**src/rtl/trn_rx_mwr_decoder.sv**
```systemverilog
// rtl/trn_rx_mwr_decoder.sv - TRN Rx single-DW memory-write decoder to register-write strobe
// Non-matching or malformed TLPs are consumed and tallied in a saturating drop counter.
module trn_rx_mwr_decoder #(
  parameter int BAR_NUM    = 0,
  parameter int ADDR_WIDTH = 10
) (
  input  logic                  trn_clk,
  input  logic                  trn_reset_n,
  input  logic                  trn_lnk_up_n,
  input  logic [63:0]           trn_rd,
  input  logic [7:0]            trn_rrem_n,
  input  logic                  trn_rsof_n,
  input  logic                  trn_reof_n,
  input  logic                  trn_rsrc_rdy_n,
  input  logic                  trn_rsrc_dsc_n,
  input  logic [6:0]            trn_rbar_hit_n,
  output logic                  trn_rdst_rdy_n,
  output logic                  reg_wr_en,
  output logic [ADDR_WIDTH-1:0] reg_wr_addr,
  output logic [31:0]           reg_wr_data,
  output logic [3:0]            reg_wr_be,
  output logic [15:0]           drop_count
);

  typedef enum logic [2:0] {IDLE, H3, H4, D4, DROP} state_t;

  state_t                state, state_nxt;
  logic [3:0]            be_q, be_nxt;
  logic [ADDR_WIDTH-1:0] addr_q, addr_nxt, wr_addr_nxt;
  logic [31:0]           wr_data_nxt;
  logic [3:0]            wr_be_nxt;
  logic                  wr_nxt, idle_step;
  logic [1:0]            drop_inc;
  logic [16:0]           drop_sum;
  logic                  accept, sof, last, hdr_ok;
  logic                  unused_bar_bits;

  function automatic logic [31:0] bswap(input logic [31:0] d);
    return {d[7:0], d[15:8], d[23:16], d[31:24]};
  endfunction

  assign accept = ~trn_rsrc_rdy_n & ~trn_rdst_rdy_n;
  assign sof    = ~trn_rsof_n;
  assign last   = ~trn_reof_n;
  assign hdr_ok = (trn_rd[60:56] == 5'b00000) && trn_rd[62] &&
                  (trn_rd[41:32] == 10'd1) && !trn_rbar_hit_n[BAR_NUM];
  assign unused_bar_bits = &{1'b0, trn_rbar_hit_n};

  always_comb begin
    state_nxt   = state;
    be_nxt      = be_q;
    addr_nxt    = addr_q;
    wr_nxt      = 1'b0;
    wr_addr_nxt = reg_wr_addr;
    wr_data_nxt = reg_wr_data;
    wr_be_nxt   = reg_wr_be;
    drop_inc    = 2'd0;
    idle_step   = 1'b0;

    if (trn_lnk_up_n) begin
      state_nxt = IDLE;
    end else if (!trn_rsrc_dsc_n) begin
      state_nxt = IDLE;
      if (state != IDLE) drop_inc = 2'd1;
    end else if (accept) begin
      case (state)
        IDLE: idle_step = 1'b1;
        H3: begin
          if (sof) begin
            drop_inc  = 2'd1;
            idle_step = 1'b1;
          end else if (last && trn_rrem_n == 8'h00) begin
            wr_nxt      = 1'b1;
            wr_addr_nxt = trn_rd[ADDR_WIDTH+33:34];
            wr_data_nxt = bswap(trn_rd[31:0]);
            wr_be_nxt   = be_q;
            state_nxt   = IDLE;
          end else begin
            drop_inc  = 2'd1;
            state_nxt = last ? IDLE : DROP;
          end
        end
        H4: begin
          if (sof) begin
            drop_inc  = 2'd1;
            idle_step = 1'b1;
          end else if (!last) begin
            addr_nxt  = trn_rd[ADDR_WIDTH+1:2];
            state_nxt = D4;
          end else begin
            drop_inc  = 2'd1;
            state_nxt = IDLE;
          end
        end
        D4: begin
          if (sof) begin
            drop_inc  = 2'd1;
            idle_step = 1'b1;
          end else if (last && trn_rrem_n == 8'h0F) begin
            wr_nxt      = 1'b1;
            wr_addr_nxt = addr_q;
            wr_data_nxt = bswap(trn_rd[63:32]);
            wr_be_nxt   = be_q;
            state_nxt   = IDLE;
          end else begin
            drop_inc  = 2'd1;
            state_nxt = last ? IDLE : DROP;
          end
        end
        DROP: if (last) state_nxt = IDLE;
        default: state_nxt = IDLE;
      endcase

      // An interrupting SOF is handled exactly like a fresh SOF seen in IDLE.
      if (idle_step) begin
        state_nxt = IDLE;
        if (sof) begin
          if (last) begin
            drop_inc = drop_inc + 2'd1;
          end else if (hdr_ok) begin
            be_nxt    = trn_rd[3:0];
            state_nxt = trn_rd[61] ? H4 : H3;
          end else begin
            drop_inc  = drop_inc + 2'd1;
            state_nxt = DROP;
          end
        end
      end
    end
  end

  assign drop_sum = {1'b0, drop_count} + {15'd0, drop_inc};

  always_ff @(posedge trn_clk or negedge trn_reset_n) begin
    if (!trn_reset_n) begin
      state          <= IDLE;
      be_q           <= '0;
      addr_q         <= '0;
      trn_rdst_rdy_n <= 1'b1;
      reg_wr_en      <= 1'b0;
      reg_wr_addr    <= '0;
      reg_wr_data    <= '0;
      reg_wr_be      <= '0;
      drop_count     <= '0;
    end else begin
      state          <= state_nxt;
      be_q           <= be_nxt;
      addr_q         <= addr_nxt;
      trn_rdst_rdy_n <= trn_lnk_up_n;
      reg_wr_en      <= wr_nxt;
      reg_wr_addr    <= wr_addr_nxt;
      reg_wr_data    <= wr_data_nxt;
      reg_wr_be      <= wr_be_nxt;
      drop_count     <= drop_sum[16] ? 16'hFFFF : drop_sum[15:0];
    end
  end

endmodule

```
**config.mk**
```make
export PLATFORM = sky130hd
export DESIGN_NAME = trn_rx_mwr_decoder
export DESIGN_NICKNAME = d
export VERILOG_FILES = /design/src/rtl/trn_rx_mwr_decoder.sv
export SDC_FILE = /design/constraint.sdc
export NUM_CORES = 1
export LEC_CHECK = 0
export ABC_AREA = 1
export ABC_CLOCK_PERIOD_IN_PS = 3300
export CELL_PAD_IN_SITES_DETAIL_PLACEMENT = 0
export CELL_PAD_IN_SITES_GLOBAL_PLACEMENT = 1
export CORE_ASPECT_RATIO = 0.9
export CORE_MARGIN = 2
export CORE_UTILIZATION = 29
export CTS_BUF_LIST = sky130_fd_sc_hd__clkbuf_8 sky130_fd_sc_hd__clkbuf_16
export CTS_CLUSTER_SIZE = 8
export DETAILED_ROUTE_END_ITERATION = 7
export PLACE_DENSITY_LB_ADDON = 0.1
export REMOVE_ABC_BUFFERS = 1
export SLEW_MARGIN = 20
export SYNTH_ARGS = -nofsm -noshare
export SYNTH_HDL_FRONTEND = slang
export SYNTH_SLANG_ARGS = --single-unit
```
**constraint.sdc**
```tcl
create_clock -name trn_clk -period 3.3 [get_ports trn_clk]
set_input_delay 0.495 -clock trn_clk [delete_from_list [all_inputs] [get_ports trn_clk]]
set_output_delay 0.495 -clock trn_clk [all_outputs]
set_load 0.03 [all_outputs]
```
Word-level counts from Yosys, hierarchy flattened
Cells that the tools add are included.

Bits in registers: 81. Output and inout port bits: 64. Logic and storage cells: 113.

$add $sub $neg: 2. Equal/unequal tests: 16. Muxes and demuxes: 64. Bitwise logic cells: 6. Reductions and logical operators: 16.

Operators with widths (number): 2-to-1 mux 32 bit (4); case mux 32 bit (2 select lines) (1); 2-to-1 mux 3 bit (14); 2-to-1 mux 10 bit (4); 2-to-1 mux 2 bit (12); != test 5 bit (second input constant) (4); case mux 10 bit (2 select lines) (1); 2-to-1 mux 1 bit (18); adder 16 x 2 -> 17 bit (1); 2-to-1 mux 16 bit (1); 2-to-1 mux 4 bit (4); case mux 3 bit (5 select lines) (1); AND reduction 6 bit (2); == test 10 x 1 -> 1 bit (second input constant) (1); == test 8 x 4 -> 1 bit (second input constant) (1); logical NOT 8 bit (1); != test 2 bit (second input constant) (4); case mux 4 bit (2 select lines) (1); AND reduction 8 bit (1); AND reduction 7 bit (1); == test 3 x 2 -> 1 bit (second input constant) (2); logical AND 1 bit (5); logical NOT 5 bit (1); NOT 1 bit (5); 13 further kinds (14).

Logic depth before layout (Yosys ltp)
Depth in word-level cells: 18. Gate-level depth with buffers: 24. Gate-level depth less buffers: 24.

Worst setup path after synthesis
OpenSTA, ideal clock, no wires.

Path type: input port to flip-flop. Start: input trn_rd[36]. End: register drop_count[14]. Arrival: 3.197 ns. Setup slack: -0.018 ns. Stages: 22. Path buffers: 0. Path through: inv_1 nand4_1 nor3_1 nand4_1 ha_1 nor2_1 nor2_1 nand2_1 nand2_1 nand2_1 a21oi_1 ha_1 inv_1 fa_1 nor2_1 nand2_1 nor3_1 nand2_1 inv_1 nand3_1 xor2_1 nand2_1.

Word-level cells in the longest chain between the ends: 12.

Ends and longest elaborated chain: start: declaration (line 10) `input logic [63:0] trn_rd,`; == test 10 x 1 -> 1 bit (line 46) `(trn_rd[41:32] == 10'd1) && !trn_rbar_hit_n[BAR_NUM];`; logical AND 1 bit (line 45) `assign hdr_ok = (trn_rd[60:56] == 5'b00000) && trn_rd[62] &&`; logical AND 1 bit (line 46); 2-to-1 mux 2 bit (line 120) `end else if (hdr_ok) begin`; 2-to-1 mux 2 bit (line 118) `if (last) begin`; 2-to-1 mux 2 bit (line 117) `if (sof) begin`; 2-to-1 mux 2 bit (line 115) `if (idle_step) begin`; 2-to-1 mux 2 bit (line 65) `end else if (accept) begin`; 2-to-1 mux 2 bit (line 62) `end else if (!trn_rsrc_dsc_n) begin`; 2-to-1 mux 2 bit (line 60) `if (trn_lnk_up_n) begin`; adder 16 x 2 -> 17 bit (line 132) `assign drop_sum = {1'b0, drop_count} + {15'd0, drop_inc};`; 2-to-1 mux 16 bit (line 154) `drop_count <= drop_sum[16] ? 16'hFFFF : drop_sum[15:0];`; end signal: assignment (line 154); end: declaration (line 22) `output logic [15:0] drop_count`.

Every way passes these cells. A chain may end at the register's enable or synchronous reset.

Final worst setup path
Start: input trn_rd[32]. End: register be_q[3].

Word-level cells in the longest chain between the ends: 4.

Ends and longest elaborated chain: == test 10 x 1 -> 1 bit (line 46); logical AND 1 bit (line 45); logical AND 1 bit (line 46); AND reduction 7 bit (no line); end signal: assignment (line 147) `be_q <= be_nxt;`; end: declaration (line 28) `logic [3:0] be_q, be_nxt;`.

Every way passes these cells.

==> results.md <==
Run status:
- The run finished with clean final reports.

Timing:
- The actual transition at the worst max-transition pin is 0.6264 ns.
- Dividing the final minimum period by the clock period gives 0.9870.
- Across all setup checks in the final design, the least slack found is approximately 0.043 ns.
- The maximum clock frequency is a little over 300 MHz.
- Adding up every negative setup slack in the final design gives 0 ns.
- The number of endpoints failing setup at the final stage is 0.
- The final-report hold violation count is 0.
- Measured against its own limit, the worst slew margin works out to 0.5824.
- Subtracting the final worst setup slack from the clock period gives ~3.3 ns.
- Final hold analysis gives a worst-case slack of between 0.15 and 0.2 ns.
- Setup repair after global routing could not meet its margin everywhere.
- The setup skew after layout is 0.007122 ns.
- The count of final max-slew check failures is 0.

Synth:
- The mean area per synthesized cell is ~7.3 um2.
- Synthesis handed over a netlist of about 580 instances.
- The library cell with the largest summed area after synthesis is sky130_fd_sc_hd__dfrtp_1.
- The share of synthesized area in the top cell type comes to 0.4730.
- After synthesis, the netlist uses 28 different library cells.
- Synthesis inferred 81 register bits.
- For this run, the register share of the synthesized area comes to 0.4792.
- Ranked by total cell area, the synthesized netlist is headed by sky130_fd_sc_hd__dfrtp_1 (47%), sky130_fd_sc_hd__nand2_1 (18%), sky130_fd_sc_hd__inv_1 (8.9%).
- In this run the cell area of the synthesized design comes to between 4000 and 5000 um2.
- During synthesis, Yosys emitted a total of 0 warnings.

Die:
- The die covers between 15000 and 20000 um2.
- The initialized floorplan defines just over 40 standard-cell rows.
- The die height is 118.6 um.
- The number of top-level design ports is 150.
- The core area is ~14000 um2.
- The horizontal die dimension is 131.4 um.
- The initial utilization of the core area, before any placement, comes to 0.2990.

Placed design:
- The final weighted congestion of routability-driven global placement is 0.7920.
- Before CTS, the worst setup slack after placement is -0.8034 ns.
- The count of buffers inserted at the top-level ports is 143.
- The half-perimeter wire length after placement is around 8400 um.

Global routing:
- The number of antenna violations at the first check in global routing came to 0.
- Across every metal layer, demand over resource in global routing totals 0.1663.
- The number of global-route vias before repair is about 4200.
- The first-pass GRT wire length is between 20000 and 25000 um.
- For this run the aggregate overflow at the end of global routing stands at 0.
- The pin count of the biggest net entering global routing is 59.

Finish:
- Measured on the finished design, the core utilization comes to 0.4870.
- The net count reported at finish is approximately 900.
- The filler cells instantiated in the layout total 1416.
- The number of inserted diodes is 0.
- Compared with the post-synthesis result, the final layout area differs by 62.90%.
- In the final layout, the share of cells above drive strength 1 is 0.1901.

Pwr:
- The design draws 2.436 mW.
- Dividing total power by cell area gives a power density of approximately 350 nW/um2.
- The leakage power total is 3.500 nW.
- The worst-case IR drop observed on VDD is 210.7 uV.

Detailed routing:
- The final route contains between 4000 and 5000 vias.
- The routed wire length per instance is ~12 um.
- After detailed routing, the number of vias per cell comes to 4.301.
- The antenna violation net count after detailed routing is 0.
- The first-iteration detailed-routing DRC count is ~240.
- The detailed-route DRC error count is 0.
- The total iterations of the first detailed-routing run is 5.
- Summed over all layers, the routed wires come to 12400 um.

Worst setup path:
- The data arrival time of the worst path is around 3.5 ns.
- The sort of element at the start of the critical path is an input port.
- The capturing element type of the critical path is a flop.
- On the worst path, the slowest cell contributes a delay of ~0.24 ns.
- The slowest cell on the critical path is sky130_fd_sc_hd__nor4_2.
- The data required time at the worst endpoint is between 3 and 4 ns.
- The signal on the critical path passes through dlygate4sd2_1 > inv_1 > nor4_2 > nand4_1 > buf_4 > buf_4 > buf_4 > buf_4 > buf_4 > buf_4 > buf_4 > buf_4 > buf_4 > buf_4 > buf_4 > buf_4 > buf_4 > buf_4 > buf_4 > nor2_2 > nand2_4 > nand2_1 > o21ai_0.
- The cell with the most instances on the worst path is sky130_fd_sc_hd__buf_4.
- In this run the worst path has a maximum fanout of 8.
- The kind of critical path is input port to flop.

Clock tree:
- The number of buffers created by CTS is 9.
- TritonCTS built the clock tree.
- The number of buffers inserted by hold repair at cts is 0.
- Clock tree synthesis selected as its root buffer the cell sky130_fd_sc_hd__clkbuf_16.
- The clock sink total is 81.
- The H-tree depth reported by CTS is 3.
- The maximum buffer depth of the clock tree is 2.
- For the worst-skew pair, the clock arrives at the later sink with an insertion delay of between 0.3 and 0.4 ns.
- After clock tree synthesis, the clock-pin slew on the worst setup and hold paths is 0.06 ns.

Run:
- Max-cap violations in this run came to 0.

Min path:
- The min-delay analysis places its worst path in the category input port to asynchronous set/reset pin.
==> report_power, final <==
| group | switching (mW) | total (mW) | internal (mW) |
|---|---|---|---|
| Clock | 0.392 | 1.04 | 0.650 |
| Sequential | 0.0252 | 1.05 | 1.02 |
| Combinational | 0.168 | 0.348 | 0.181 |
| Total | 0.585 | 2.44 | 1.85 |
==> what timing repair did <==
item / in CTS / in global routing
setup endpoints to repair: 16 / 21
resized for setup: 67 / 32
pin swaps: 30 / 28
setup buffers: 53 / 7
==> kinds of logic (layout without fill, tap and decap cells) <==
group	Yosys count	in the layout	synth area share
flops	81	81	0.4792
fa+ha+maj	4	4	0.01360
buf+inv	124	353	0.1233
simple gates	275	275	0.2622
compound gates	92	92	0.1114
xor+xnor	5	5	0.01035
==> state kept, by name (all words and copies together) (netlist names) <==
signal,flops
addr_q,10
reg_wr_addr,10
state,3
be_q,4
trn_rdst_rdy_n,1
drop_count,16
reg_wr_be,4
reg_wr_en,1
reg_wr_data,32
==> synth_stat cells (all sizes together) <==
cell / instances
fa: 1
a21boi: 1
nor3: 12
xor2: 5
o21ai: 84
nor3b: 1
nand2: 208
a21oi: 4
clkbuf: 8
nor2: 24
dfrtp: 80
o31ai: 1
o2111ai: 1
nand4: 7
inv: 102
nor4: 3
or2: 1
dfstp: 1
buf: 14
a211oi: 1
ha: 3
nand3: 19
==> metal layers <==
layer  global-route usage  wire, um  vias to the layer above
met5                    0         0                        -
met4              0.05639       201                        0
met3              0.04676       738                       14
met2               0.2760      5709                      109
met1               0.2087      5754                     1949
li1                     -         -                     2242
==> final timing paths <==
| check | from | cells past startpoint | slack, ns | to |
|---|---|---|---|---|
| setup / recovery | trn_rd[32] | 23 | 0.04 | be_q[3]$_DFFE_PN0P_ |
| max in group asynchronous | trn_reset_n | 2 | 2.51 | drop_count[14]$_DFF_PN0_ |
| hold reg to reg | be_q[0]$_DFFE_PN0P_ | 2 | 0.48 | be_q[0]$_DFFE_PN0P_ |
| min in group trn_clk | trn_rd[37] | 5 | 0.47 | reg_wr_data[29]$_DFFE_PN0P_ |
| setup reg to reg | state[0]$_DFFE_PN0P_ | 23 | 0.11 | drop_count[14]$_DFF_PN0_ |
| hold / removal | trn_reset_n | 1 | 0.17 | reg_wr_addr[3]$_DFFE_PN0P_ |
==> placed cells by master, fill, tap and decap left out, types with 2 or more instances in the layout <==
| cell type | netlist | final |
|---|---|---|
| sky130_fd_sc_hd__nand2_4 | 0 | 3 |
| sky130_fd_sc_hd__nor2_1 | 23 | 14 |
| sky130_fd_sc_hd__clkdlybuf4s15_1 | 0 | 4 |
| sky130_fd_sc_hd__nand2_2 | 0 | 4 |
| sky130_fd_sc_hd__nor4_2 | 0 | 2 |
| sky130_fd_sc_hd__clkdlybuf4s50_1 | 0 | 115 |
| sky130_fd_sc_hd__nor3_1 | 12 | 10 |
| sky130_fd_sc_hd__o21ai_0 | 40 | 37 |
| sky130_fd_sc_hd__xor2_1 | 5 | 5 |
| sky130_fd_sc_hd__buf_6 | 5 | 6 |
| sky130_fd_sc_hd__bufinv_16 | 0 | 2 |
| sky130_fd_sc_hd__nand4_1 | 7 | 7 |
| sky130_fd_sc_hd__inv_2 | 2 | 11 |
| sky130_fd_sc_hd__dfrtp_1 | 80 | 80 |
| sky130_fd_sc_hd__nor2_4 | 0 | 2 |
| sky130_fd_sc_hd__clkbuf_2 | 0 | 3 |
| sky130_fd_sc_hd__nor2_2 | 1 | 8 |
| sky130_fd_sc_hd__a21oi_1 | 4 | 3 |
| sky130_fd_sc_hd__dlygate4sd2_1 | 0 | 14 |
| sky130_fd_sc_hd__inv_1 | 100 | 95 |
| sky130_fd_sc_hd__nand2_1 | 208 | 201 |
| sky130_fd_sc_hd__clkbuf_16 | 0 | 9 |
| sky130_fd_sc_hd__dlymetal6s2s_1 | 0 | 2 |
| sky130_fd_sc_hd__o21ai_1 | 44 | 47 |
| sky130_fd_sc_hd__buf_4 | 4 | 90 |
| sky130_fd_sc_hd__nor3_2 | 0 | 2 |
| sky130_fd_sc_hd__nand3_1 | 19 | 17 |
==> critical path: cells and delay by family <==
family                 cells  cell delay, ns
and+or+nand+nor            5            0.75
buffers and inverters     17            2.17
AOI/OAI and AO/OA          1            0.07
==> per-stage QoR <==
stage               std cells  cell area (um2)
floorplan                 559             4094
global placement          927             6018
detailed placement        928             6038
CTS                       997             6797
global route             1003             6895
finish                   1003             6895
==> cell type report <==
type,count,area [um2],area share
Clock buffer,9,225.2,0.03266
Clock inverter,7,80.08,0.01161
Inverter,102,382.9,0.05553
Multi-Input combinational cell,376,1821,0.2640
Sequential cell,81,2028,0.2941
Tap cell,193,241.5,0.03502
Timing Repair Buffer,235,2117,0.3070
Note: power is estimated with default switching activity, not from simulation.
==> RTL change: new RTL, config.mk and constraints unchanged <==
Register the output `drop_count` once more, cleared by the reset; this adds one clock of latency there. The other outputs are not delayed to match.
--- a/src/rtl/trn_rx_mwr_decoder.sv
+++ b/src/rtl/trn_rx_mwr_decoder.sv
@@ -23,6 +23,8 @@
 );
 
   typedef enum logic [2:0] {IDLE, H3, H4, D4, DROP} state_t;
+
+  logic [15:0] drop_count_s0;
 
   state_t                state, state_nxt;
   logic [3:0]            be_q, be_nxt;
@@ -129,7 +131,7 @@
     end
   end
 
-  assign drop_sum = {1'b0, drop_count} + {15'd0, drop_inc};
+  assign drop_sum = {1'b0, drop_count_s0} + {15'd0, drop_inc};
 
   always_ff @(posedge trn_clk or negedge trn_reset_n) begin
     if (!trn_reset_n) begin
@@ -141,7 +143,7 @@
       reg_wr_addr    <= '0;
       reg_wr_data    <= '0;
       reg_wr_be      <= '0;
-      drop_count     <= '0;
+      drop_count_s0  <= '0;
     end else begin
       state          <= state_nxt;
       be_q           <= be_nxt;
@@ -151,7 +153,15 @@
       reg_wr_addr    <= wr_addr_nxt;
       reg_wr_data    <= wr_data_nxt;
       reg_wr_be      <= wr_be_nxt;
-      drop_count     <= drop_sum[16] ? 16'hFFFF : drop_sum[15:0];
+      drop_count_s0  <= drop_sum[16] ? 16'hFFFF : drop_sum[15:0];
+    end
+  end
+
+  always_ff @(posedge trn_clk or negedge trn_reset_n) begin
+    if (!trn_reset_n) begin
+      drop_count <= '0;
+    end else begin
+      drop_count <= drop_count_s0;
     end
   end
 
Formal check against the unedited RTL: not equivalent (a bounded check fails within 4 cycles, from zero or initial values and one cycle with trn_reset_n low).
==> RTL change against the unedited design <==
Routed wire length grew 8.3%. First-iteration DRC count decreased by 30%. Final area increased by 2.6%. Count of clock-buffer cells in the layout did not move. Total power up 19%. Area after synthesis rose by 2.7%. Worst setup slack better by 0.013 ns. Die area up 2.7%. Sequential cell count is 16 higher. Maximum frequency up 0.39%. Largest power group unchanged.
==> RTL change: results (changes against the unedited design) <==
- The sequential element share of the synthesized area is 55.84% (+7.9 points).
- The worst endpoint data arrival time came to 3.51 ns (+0.03 ns).
- The stage delay of the slowest cell on the critical path is 0.50 ns (+0.26 ns).
- The wire length per cell is 14.39 µm (+16%).
- The slew at the pin with the worst max-slew slack is 0.8409 ns (+0.2144 ns).
- The net count of the finished layout came to 821 (-8.3%).
- Ranked by total cell area, the synthesized netlist is headed by dfrtp_1 55%, nand2_1 14%, nor2_1 6.2%, a31oi_1 6.0%, inv_1 3.2%.
- The via count of the first global-routing pass is 4118 (-2.8%).
- The routability congestion estimate is 0.7771 (-1.9%).
- The number of buffers outside the clock class in the layout is 230 (-2.1%).
- The combined flip-flop and latch cell area is 2430 µm² (+20%).
- The post-synthesis instance total is 511 (-12%).
- The highest fanout seen on the critical path is 46 (+38).
- The count of TritonRoute iterations in the first routing pass is 4 (-1).
- The minimum setup slack among reg-to-reg paths is 0.08 ns (-0.03 ns).
- The footprint of the multi-input gates is 1872 µm² (+2.8%).
- The run finished with clean final reports.
- The met1 usage in global routing is 21.26% (+0.39 points).
- The number of fillers in the final layout is 1411 (-0.35%).
- The overall fraction of global-route tracks in use is 16.41% (-0.21 points).
- The count of different cell masters after synthesis is 27 (-3.6%).
- The final hold slack is 0.1710 ns (+0.001167 ns).
- The count of routing violations after the opening detailed-route iteration is 166 (-30%).
- The total leakage power is 0.003357 µW (-4.1%).
- The layout cell share with drive strength beyond 1 was 25.14% (+6.1 points).
==> RTL change: cell types whose count changed in the layout (fill, tap and decap cells not counted), moves of 11 or more <==
| cell | before | now |
|---|---|---|
| inv_1 | 95 | 34 |
| o21ai_0 | 37 | 8 |
| nand2_1 | 201 | 154 |
| nor2_1 | 14 | 48 |
| o21ai_1 | 47 | 4 |
| nor2_2 | 8 | 19 |
| dfrtp_1 | 80 | 95 |
| a31oi_1 | 0 | 42 |
==> RTL change: through the flow <==
step | utilization, % | power, µW
5_1_grt | 48.23 | 3048
3_3_place_gp | 42.38 | 1860
3_5_place_dp | 42.38 | 1863
2_1_floorplan | - | 1560
6_report | 48.23 | 2896
4_1_cts | 47.21 | 2940
==> RTL change: power breakdown <==
group	total [µW]	internal, µW	switching, µW	leakage, µW
sequential	1330	1270	57.5	0.00127
clock	1050	588	458	0.000146
combinational	520	248	272	0.00194
total	2900	2110	788	0.00336
